File: src/rtl/inst_fetch_ctrl.sv
// rtl/inst_fetch_ctrl.sv - single-outstanding instruction fetch controller with redirect/stall absorption
// Define FETCH_PERF_CNT_EN to add perf_fetched / perf_discarded counters.
module inst_fetch_ctrl #(
  parameter int                ADDR_W   = 32,
  parameter int                INST_W   = 32,
  parameter logic [ADDR_W-1:0] RESET_PC = 32'h1fc00000
) (
  input  logic              clk,
  input  logic              reset,
  input  logic              stall,
  input  logic              flush,
  input  logic [ADDR_W-1:0] flush_pc,
  input  logic              branch_en,
  input  logic [ADDR_W-1:0] branch_pc,
  output logic              inst_sram_req,
  output logic [ADDR_W-1:0] inst_sram_addr,
  input  logic              inst_sram_addr_ok,
  input  logic              inst_sram_data_ok,
  input  logic [INST_W-1:0] inst_sram_rdata,
  output logic [INST_W-1:0] inst,
  output logic [ADDR_W-1:0] inst_pc,
`ifdef FETCH_PERF_CNT_EN
  output logic [31:0]       perf_fetched,
  output logic [31:0]       perf_discarded,
`endif
  output logic              fetch_available
);

  typedef enum logic [1:0] {IDLE, REQ, WAIT, HOLD} state_e;

  state_e            state_q;
  logic [ADDR_W-1:0] pc_q, addr_q, redir_pc_q, buf_pc_q, inst_pc_q;
  logic [INST_W-1:0] buf_inst_q, inst_q;
  logic              req_q, fa_q, discard_q, redir_pend_q;

  logic              redir_d;
  logic [ADDR_W-1:0] redir_tgt_d, pc_inc_d;

  assign redir_d     = flush | branch_en;
  assign redir_tgt_d = flush ? flush_pc : branch_pc;
  assign pc_inc_d    = pc_q + ADDR_W'(4);

  // The one-entry buffer is full exactly while in HOLD, so no separate valid flag.
  always_ff @(posedge clk or posedge reset) begin
    if (reset) begin
      state_q      <= IDLE;
      pc_q         <= RESET_PC;
      addr_q       <= RESET_PC;
      req_q        <= 1'b0;
      fa_q         <= 1'b0;
      inst_q       <= '0;
      inst_pc_q    <= '0;
      buf_inst_q   <= '0;
      buf_pc_q     <= '0;
      redir_pc_q   <= '0;
      discard_q    <= 1'b0;
      redir_pend_q <= 1'b0;
    end else begin
      fa_q <= 1'b0;
      case (state_q)
        IDLE: begin
          if (redir_d) pc_q <= redir_tgt_d;
          addr_q  <= redir_d ? redir_tgt_d : pc_q;
          req_q   <= 1'b1;
          state_q <= REQ;
        end
        REQ: begin
          if (redir_d) redir_pc_q <= redir_tgt_d;
          if (inst_sram_addr_ok) begin
            req_q     <= 1'b0;
            discard_q <= redir_d | redir_pend_q;
            state_q   <= WAIT;
          end else if (redir_d) begin
            redir_pend_q <= 1'b1;
          end
        end
        WAIT: begin
          if (inst_sram_data_ok) begin
            if (discard_q || redir_d) begin
              pc_q         <= redir_d ? redir_tgt_d : redir_pc_q;
              addr_q       <= redir_d ? redir_tgt_d : redir_pc_q;
              discard_q    <= 1'b0;
              redir_pend_q <= 1'b0;
              req_q        <= 1'b1;
              state_q      <= REQ;
            end else if (stall) begin
              buf_inst_q <= inst_sram_rdata;
              buf_pc_q   <= pc_q;
              pc_q       <= pc_inc_d;
              state_q    <= HOLD;
            end else begin
              inst_q    <= inst_sram_rdata;
              inst_pc_q <= pc_q;
              fa_q      <= 1'b1;
              pc_q      <= pc_inc_d;
              addr_q    <= pc_inc_d;
              req_q     <= 1'b1;
              state_q   <= REQ;
            end
          end else if (redir_d) begin
            discard_q  <= 1'b1;
            redir_pc_q <= redir_tgt_d;
          end
        end
        HOLD: begin
          if (redir_d) begin
            pc_q    <= redir_tgt_d;
            addr_q  <= redir_tgt_d;
            req_q   <= 1'b1;
            state_q <= REQ;
          end else if (!stall) begin
            inst_q    <= buf_inst_q;
            inst_pc_q <= buf_pc_q;
            fa_q      <= 1'b1;
            addr_q    <= pc_q;
            req_q     <= 1'b1;
            state_q   <= REQ;
          end
        end
        default: state_q <= IDLE;
      endcase
    end
  end

  assign inst_sram_req   = req_q;
  assign inst_sram_addr  = addr_q;
  assign inst            = inst_q;
  assign inst_pc         = inst_pc_q;
  assign fetch_available = fa_q;

`ifdef FETCH_PERF_CNT_EN
  logic        fetch_evt, drop_evt;
  logic [31:0] perf_fetched_q, perf_discarded_q;

  assign fetch_evt = ((state_q == WAIT) && inst_sram_data_ok && !discard_q && !redir_d && !stall) ||
                     ((state_q == HOLD) && !redir_d && !stall);
  assign drop_evt  = ((state_q == WAIT) && inst_sram_data_ok && (discard_q || redir_d)) ||
                     ((state_q == HOLD) && redir_d);

  always_ff @(posedge clk or posedge reset) begin
    if (reset) begin
      perf_fetched_q   <= '0;
      perf_discarded_q <= '0;
    end else begin
      if (fetch_evt) perf_fetched_q   <= perf_fetched_q + 32'd1;
      if (drop_evt)  perf_discarded_q <= perf_discarded_q + 32'd1;
    end
  end

  assign perf_fetched   = perf_fetched_q;
  assign perf_discarded = perf_discarded_q;
`endif

endmodule

File: config.mk
export PLATFORM = sky130hd
export DESIGN_NAME = inst_fetch_ctrl
export DESIGN_NICKNAME = d
export VERILOG_FILES = /design/src/rtl/inst_fetch_ctrl.sv
export SDC_FILE = /design/constraint.sdc
export NUM_CORES = 1
export LEC_CHECK = 0
export ABC_AREA = 0
export CAP_MARGIN = 15
export CORE_AREA = 3 3 149 151
export CTS_CLUSTER_DIAMETER = 40
export DETAILED_ROUTE_END_ITERATION = 16
export DIE_AREA = 0 0 152 154
export PLACE_DENSITY = 0.88
export SLEW_MARGIN = 20
export SYNTH_ARGS = -nofsm -noshare
export SYNTH_HDL_FRONTEND = slang
export SYNTH_SLANG_ARGS = --single-unit
File: constraint.sdc
create_clock -name clk -period 16.3 [get_ports clk]
set_input_delay 3.26 -clock clk [delete_from_list [all_inputs] [get_ports clk]]
set_output_delay 3.26 -clock clk [all_outputs]
set_load 0.02 [all_outputs]
Word-level counts from Yosys, hierarchy flattened
Cells that the tools add are included.
{"block": "word_totals", "ff_bits": 230, "n_memories": 0, "output_inout_bits": 98, "in_bits": 103, "mem_bits_rw": 0, "latchBits": 0, "word_cells": 100, "romBits": 0}
{"block": "classes", "n_lt_le_gt_ge": 0, "bitwise_logic": 3, "n_shift": 0, "reduce_logical": 16, "add_sub_neg": 1, "multipliers": 0, "n_eq_ne": 17, "n_mux": 51, "div": 0}
{"op": "32-bit 2-to-1 mux", "count": 20}
{"op": "32-bit one-hot mux with 2 select lines", "count": 4}
{"op": "32-bit one-hot mux with 3 select lines", "count": 1}
{"op": "32-bit by 3-bit adder with 32-bit output, second input constant", "count": 1}
{"op": "2-bit inequality test, second input constant", "count": 10}
{"op": "1-bit 2-to-1 mux", "count": 15}
{"op": "2-bit 2-to-1 mux", "count": 6}
{"op": "3-bit inequality test, second input constant", "count": 4}
{"op": "4-bit AND reduction", "count": 3}
{"op": "2-bit one-hot mux with 4 select lines", "count": 1}
{"op": "1-bit one-hot mux with 2 select lines", "count": 3}
{"op": "2-bit AND reduction", "count": 3}
{"op": "6-bit AND reduction", "count": 1}
{"op": "2-bit nonzero test", "count": 3}
{"op": "5-bit AND reduction", "count": 1}
{"op": "2-bit equality test, second input constant", "count": 2}
{"op": "1-bit one-hot mux with 4 select lines", "count": 1}
{"op": "3-bit AND reduction", "count": 1}
{"op": "3-bit nonzero test", "count": 1}
{"op": "2-bit by 1-bit equality test with 1-bit output, second input constant", "count": 1}
{"op": "2-bit logical NOT", "count": 1}
{"op": "1-bit OR", "count": 2}
{"op": "2-bit OR reduction", "count": 1}
{"op": "1-bit logical OR", "count": 1}
{"op": "1-bit inverter", "count": 1}

Logic depth before layout (Yosys ltp)
Gate-level depths: netlist of run 1.
{"block": "logic_depth", "depth_word": 5, "depth_mapped": 10}

Least setup slack after synthesis of run 1
Ideal clock, no wire load.
{"block": "synth_path", "path_type": "in2reg", "startpoint": "input flush", "endpoint": "register buf_inst_q[0]", "required_ns": 16.175, "setup_time_ns": 0.125, "cell_stages": 6, "setup_slack_ns": 11.264, "arrival_ns": 4.911, "path_cell_list": "clkbuf_1 -> nor3_1 -> nand2_1 -> nor2_1 -> buf_2 -> mux2_2"}
{"block": "synth_via", "elab_chain_len": 4}
{"item": "start: declaration", "line_no": "11", "source": "input logic flush,"}
{"item": "1-bit OR", "line_no": "39", "source": "assign redir_d = flush | branch_en;"}
{"item": "1-bit logical OR", "line_no": "79", "source": "if (discard_q || redir_d) begin"}
{"item": "1-bit inverter (no line)"}
{"item": "4-bit AND reduction (no line)"}
{"item": "end signal: assignment", "line_no": "87", "source": "buf_inst_q <= inst_sram_rdata;"}
{"item": "end: declaration", "line_no": "33", "source": "logic [INST_W-1:0] buf_inst_q, inst_q;"}
No other way between the ends.
A chain may end at the register's enable or synchronous reset.

==> results.md, run 1 <==
- XOR/XNOR Fraction of Synth Area: less than 1%
- Asr flop ratio synth: 100.0%
- Buf+Inv Stages, Crit Path: 4
- Drt total wl: roughly 35 mm
- Post-synth top area share: 44.40%
- #FFs+latches synth: 230
- Arrival time of the worst setup path: 5.98 ns
- Clock-pin slew on the worst setup and hold paths: roughly 0.050 ns
- Initial antenna violation count: 0
- Vias: 10.88k
- Grt total ovfl: 0
- Cell accounting for the most synthesized area: dfrtp_1
- Diode count: 0
- First DRT Iteration DRCs: 1072
- I/O Pins: 201
- Synth top area cells: dfrtp_1, mux2_2, mux2i_1
- CP delay by family, top: buffers and inverters
- Setup TNS: 0 ns
- CTS tree: done
- Final hold viol count: 0
- Slew @ Worst Pin: around 1.1 ns
- Status: finished clean
- Die Width: about 150 um
- Number of max-cap violations: 0
- VDD IR-drop max: 0.1197 mV
- Routability cong.: 0.8920
- CTS Buffer Depth: 3
- Die area: approximately 23000 um^2
- Vias in the first global route: 10.96k
- Dpl hpwl: 21.95 mm
- Num CTS Buffers: 34
- Startpoint types: input pin
- Peak Freq: between 0.15 and 0.2 GHz
- Post-synth EDFFs: 0
- Tcrit/Tclk final: ~34%
- Multiplexer share of the synthesized area: 12.38%
- Finished Layout Cells: 1720
- Min Tclk post-route: 5.501 ns
- Synth-to-layout area growth: 26.51%
- Initial DRT Pass Iterations: 6
- CP most frequent cell: buf_4
- Clk sinks: 230
- CP cell instances: clkdlybuf4s50_1, inv_8, buf_4, buf_4
- # nets final: ~1.5k
- Largest family of logic cells by synthesized area: compound AO/OA/AOI/OAI gates
- Pre-CTS setup slack: ~10 ns
- Power per cell area: 198.3 nW/um^2
- Post-Synth Adder-Cell Area: 0.5139%
- Yosys cell types: 70
- Slowest stage delay, CP: about 0.9 ns
- Via density: 6.323
- Cell with the most instances after synthesis: dfrtp_1
- Hold slack: 0.4681 ns
- Synth warn: 0
- Clock Tree Root: clkbuf_16
- Post-DRT Antenna Nets: 0
- FP Rows: 53
- Resize count post-CTS: 0
- Core area: about 21000 um^2
- Post-Synth Simple-Gate Area: 14.93%
- GRT Overall Usage: 29.42%
- Cell total after placement: 1661
- Die H: 154 um
- Layout cells sized above 1: 12.18%
- Register area share after synthesis: 47.42%
- Mapped Nets: about 1.4k
- Crit Path Category: in -> async
- Pleak: 6.532 nW
- Fin Clk Skew: 0.01157 ns
- Initial Utilization: 58.10%
- Post-synthesis cell area: 12170 um^2
- CP max-delay cell: buf_4
- Final number of setup-violating endpoints: 0
- Post-CTS setup buffers: 0
- CP max FO: 84
- Compound-Gate Fraction of Synth Area: 20.10%
- DRC viols: 0
- Largest net degree at the start of global routing: 129
- First-pass GRT wire length: ~57 mm
- Crit end category: asynchronous set/reset pin
- Latest clock arrival within the worst-skew pair: roughly 0.50 ns
- Wirelength per Cell: 20.43 um
- Final Max Tran Viols: 0
- Post-Syn Instances: 1276
- Worst Hold Class: reg -> reg
- Headroom to the max-slew limit: 28.51%
- Synth Area per Inst: ~9.5 um^2
- RSZ-0062 raised after global routing: no
- Top cells by count, synth: dfrtp_1, nand2_1, o21ai_0
- Port bufs: 200
- Final setup margin: 10.80 ns
- # H-tree levels: 2
- Top FF cell, synth: dfrtp_1
- Cts hold-fix bufs: 0
- Data required, critical path: 16.78 ns
per-stage QoR:
step	util, %	power [mW]	cell area, um^2
final	73.50	3.055	15400
after global routing	73.50	3.216	15400
after CTS	73.48	3.039	15400
after detailed placement	67.98	2.281	14250
after global placement	67.98	2.223	14250
after floorplan	-	1.788	12170
metal layers:
layer  vias to the layer above  global-route usage, %  wire length [um]
met5                         -                      0                 0
met2                       678                  45.94             16070
met4                         0                  11.30              1142
met1                      5193                  39.83             14060
li1                       4880                      -                 -
met3                       124                  7.543              3864
area by class of cell:
| type | count | area [um^2] |
|---|---|---|
| clock buffer | 45 | 985.9 |
| clock inverter | 14 | 165.2 |
| fill | 1482 | 5554 |
| inverter | 16 | 67.56 |
| multi-input combinational | 925 | 5957 |
| sequential | 230 | 5773 |
| tap | 275 | 344.1 |
| timing repair buffer | 215 | 2108 |
tightest hold or removal path, delay by kind of cell, from the launching register on:
family / cells / cell delay (ns)
and+or+nand+nor: 2 / 0.10
DFF: 1 / 0.34
cell usage in the layout, fill, tap and decap left out, types with 6 or more instances in the layout:
cell and instances:
o311ai_0 7, clkdlybuf4s50_1 198, dfstp_2 14, nor3_1 17
nand2b_1 31, o21a_1 14, xnor2_1 8, a2bb2oi_1 11
a22oi_1 17, nor4_1 8, o211ai_1 10, mux2i_1 73
a21oi_1 72, a211oi_1 7, mux2_2 69, nand2_1 190
a21boi_0 6, or3_1 7, clkbuf_16 37, a31oi_1 14
o21ai_0 144, nand3_1 18, a21o_1 28, nor2_1 40
o22ai_1 8, buf_4 14, o31ai_1 13, inv_1 13
dfrtp_1 216, nor2b_1 32
cells by family (layout without fill, tap and decap cells):
group	Yosys count	in the layout
fa+ha+maj	5	5
simple gates	381	381
mux	142	142
flops	230	230
compound gates	389	389
xor+xnor	8	8
buf+inv	121	290
flip-flops by register name (all words and copies together) (netlist names):
register	flops
inst_sram_addr	32
buf_pc_q	32
pc_q	32
discard_q	1
buf_inst_q	32
inst	32
inst_sram_req	1
redir_pc_q	32
inst_pc	32
fetch_available	1
state_q	2
redir_pend_q	1
power by group:
group	leakage (nW)	total (mW)	internal, mW	switching (mW)
Combinational	3.05	1.28	0.543	0.740
Clock	0.563	0.736	0.474	0.262
Sequential	2.92	1.04	0.815	0.222
Total	6.53	3.05	1.83	1.22
final timing paths:
path / cells after the start / from / slack (ns) / to
setup / recovery: 4 / reset / 10.80 / redir_pc_q[8]
hold / removal: 2 / redir_pc_q[27] / 0.47 / redir_pc_q[27]
setup reg to reg: 9 / state_q[0] / 12.69 / inst_sram_addr[21]
hold reg to reg: 2 / redir_pc_q[27] / 0.47 / redir_pc_q[27]
max in group clk: 7 / inst_sram_data_ok / 10.83 / inst_sram_addr[21]
min in group asynchronous: 2 / reset / 3.26 / inst[15]
Note: power is estimated with default switching activity, not from simulation.
==> run 2: changes to the inputs <==
- CORE_AREA: 3 3 149 151 -> 3 3 162 164
- DIE_AREA: 0 0 152 154 -> 0 0 165 167
- PLACE_DENSITY: 0.88 -> 0.8
- clock period: 16.3 -> 5 ns (I/O delays scaled with it)
==> results.md, run 2 (same netlist as run 1, synthesis figures left out) <==
- Number of max-cap violations: 0 (unchanged)
- Util after Layout: 62.55% (-11 points)
- Num CTS Buffers: 36 (+5.9%)
- RSZ-0062 raised after global routing: no
- Resize count post-CTS: 0 (unchanged)
- # H-tree levels: 2 (unchanged)
- Setup TNS: 0 ns (unchanged)
- Via density: 5.970 (-5.6%)
- Clock power share: 26.3% (+2.2 points)
- Drt total wl: 34.68 mm (-1.3%)
- Die Width: 165 um (+8.6%)
- Worst R2R Start: state_q[0]
- Vias in the first global route: 10.48k (-4.4%)
- Initial DRT Pass Iterations: 7 (+1)
- Tcrit/Tclk final: 67.11%
- Data required, critical path: 5.41 ns (-11.37 ns)
- Met3 usage: 5.970% (-1.6 points)
- Min Tclk post-route: ~3.4 ns
- Crit Path Category: reg -> reg
- Final number of setup-violating endpoints: 0 (unchanged)
- # nets final: 1535 (+0.33%)
- Routability cong.: 0.8950 (+0.34%)
- DRC viols: 0 (unchanged)
- Hold Crit Endpoint: redir_pc_q[21]
- Pleak: 6.616 nW (+1.3%)
- Cells on Worst Hold Path: 2 (unchanged)
- Hold_sp: redir_pc_q[21]
- Slew @ Worst Pin: 1.053 ns (-0.01584 ns)
- GR peak layer: met2
- FP Rows: 58 (+9.4%)
- Final hold viol count: 0 (unchanged)
- Post-route cell area: 15660 um^2 (+1.7%)
- Total power: 10.12 mW (+230%)
- Headroom to the max-slew limit: 29.57% (+1.1 points)
- VDD IR-drop max: 0.3899 mV (+230%)
- CTS tree: done
- NetSw: 3.974 mW (+220%)
- Pre-CTS setup slack: 1.632 ns (-8.540 ns)
- GRT Overall Usage: 24.94% (-4.5 points)
- Initial Utilization: 48.63% (-9.5 points)
- Cell total after placement: 1719 (+3.5%)
- Largest net degree at the start of global routing: 133 (+3.1%)
- Arrival time of the worst setup path: 3.76 ns (-2.22 ns)
- Post-CTS setup buffers: 0 (unchanged)
- CTS Buffer Depth: 3 (unchanged)
- Placed cell areas: 14360 um^2 (+0.79%)
- Sw frac: 39.28% (-0.77 points)
- First-pass GRT wire length: 55.28 mm (-2.5%)
- Worst Hold Class: reg -> reg
- Met2 Use GR: 37.80% (-8.1 points)
- Commonest non-fill, non-tap cell in the layout: dfrtp_1
- Diode count: 0 (unchanged)
- Wirelength per Cell: 19.44 um (-4.9%)
- Status: finished clean
- Port bufs: 200 (unchanged)
- Die H: 167 um (+8.4%)
- Startpoint types: flip-flop
- Vias: 10.65k (-2.1%)
- Post-DRT Antenna Nets: 0 (unchanged)
- Hold slack: 0.4681 ns (-0.00001800 ns)
- Clock Tree Root: clkbuf_16
- R2R Setup Slk: 1.64 ns (-11.05 ns)
- First DRT Iteration DRCs: 1065 (-0.65%)
- I/O Pins: 201 (unchanged)
- Crit end category: flip-flop
- Commonest non-fill, non-tap cells in the layout: dfrtp_1, clkdlybuf4s50_1, nand2_1, o21ai_0, mux2i_1
- Initial antenna violation count: 0 (unchanged)
- Synth-to-layout area growth: 28.63%
- Dpl hpwl: 22.85 mm (+4.1%)
- Core area: 25040 um^2 (+19%)
- Peak Freq: 0.2980 GHz
- Flop pwr share: 33.2% (-0.7 points)
- Reg2Reg Depth: 6 (-3)
- CP max FO: 26 (-69%)
- Power per cell area: 646.0 nW/um^2 (+230%)
- Int Pwr: 6.143 mW (+240%)
- Die area: 27560 um^2 (+18%)
- Fin Clk Skew: 0.01347 ns (+0.001901 ns)
- Latest clock arrival within the worst-skew pair: 0.52 ns (+0.02 ns)
- Finished Layout Cells: 1784 (+3.7%)
- Worst reg2reg path endpoint: pc_q[27]
- Clk sinks: 230 (unchanged)
- Final setup margin: 1.644 ns (-9.154 ns)
- Grt total ovfl: 0 (unchanged)
- Cts hold-fix bufs: 0 (unchanged)
- Layout cells sized above 1: 12.93% (+0.75 points)
- Met1 Usage GRT: 34.71% (-5.1 points)
- Clock-pin slew on the worst setup and hold paths: 0.05 ns (about the same)
- Final Max Tran Viols: 0 (unchanged)
- Gate power share: 40.6% (-1.4 points)
==> run 2: layout make-up <==
cell class	instances	area (um^2)
multi-input combinational	925	5957
sequential	230	5773
clock inverter	20	286.5
fill	2036	9376
clock buffer	45	1015
tap	330	412.9
inverter	16	63.81
timing repair buffer	218	2152
==> run 2: worst max-delay path: stages (launching register included) <==
cell     delay [ns]
dfrtp_1        0.44
inv_1          0.09
ha_1           0.92
inv_1          0.44
o21ai_1        0.55
nand2_1        0.41
o31ai_1        0.40
==> run 2: per-layer routing <==
layer | vias to the layer above | wire [um]
li1 | 4895 | -
met2 | 575 | 15500
met3 | 94 | 3322
met5 | - | 0
met4 | 0 | 1124
met1 | 5087 | 14730
==> run 2: worst max-delay path by stage <==
| stage | start | depth (start not counted) | slack (ns) | to |
|---|---|---|---|---|
| floorplan | reset | 1 | 1.00 | buf_inst_q[0] |
| global placement | inst_sram_data_ok | 7 | 1.70 | inst_sram_addr[18] |
| detailed placement | inst_sram_data_ok | 7 | 1.63 | inst_sram_addr[18] |
| CTS | state_q[0] | 6 | 1.67 | pc_q[27] |
| global route | state_q[0] | 6 | 1.37 | pc_q[27] |
| finish | state_q[0] | 6 | 1.64 | pc_q[27] |
==> run 2: power by group through the flow <==
stage                     Combinational [mW]  Sequential, mW  Clock [mW]
after floorplan                         2.37            3.46           0
after global placement                  3.94            3.32           0
after detailed placement                4.06            3.36           0
after CTS                               4.10            3.33        2.70
after global routing                    4.49            3.44        2.78
final                                   4.10            3.36        2.66
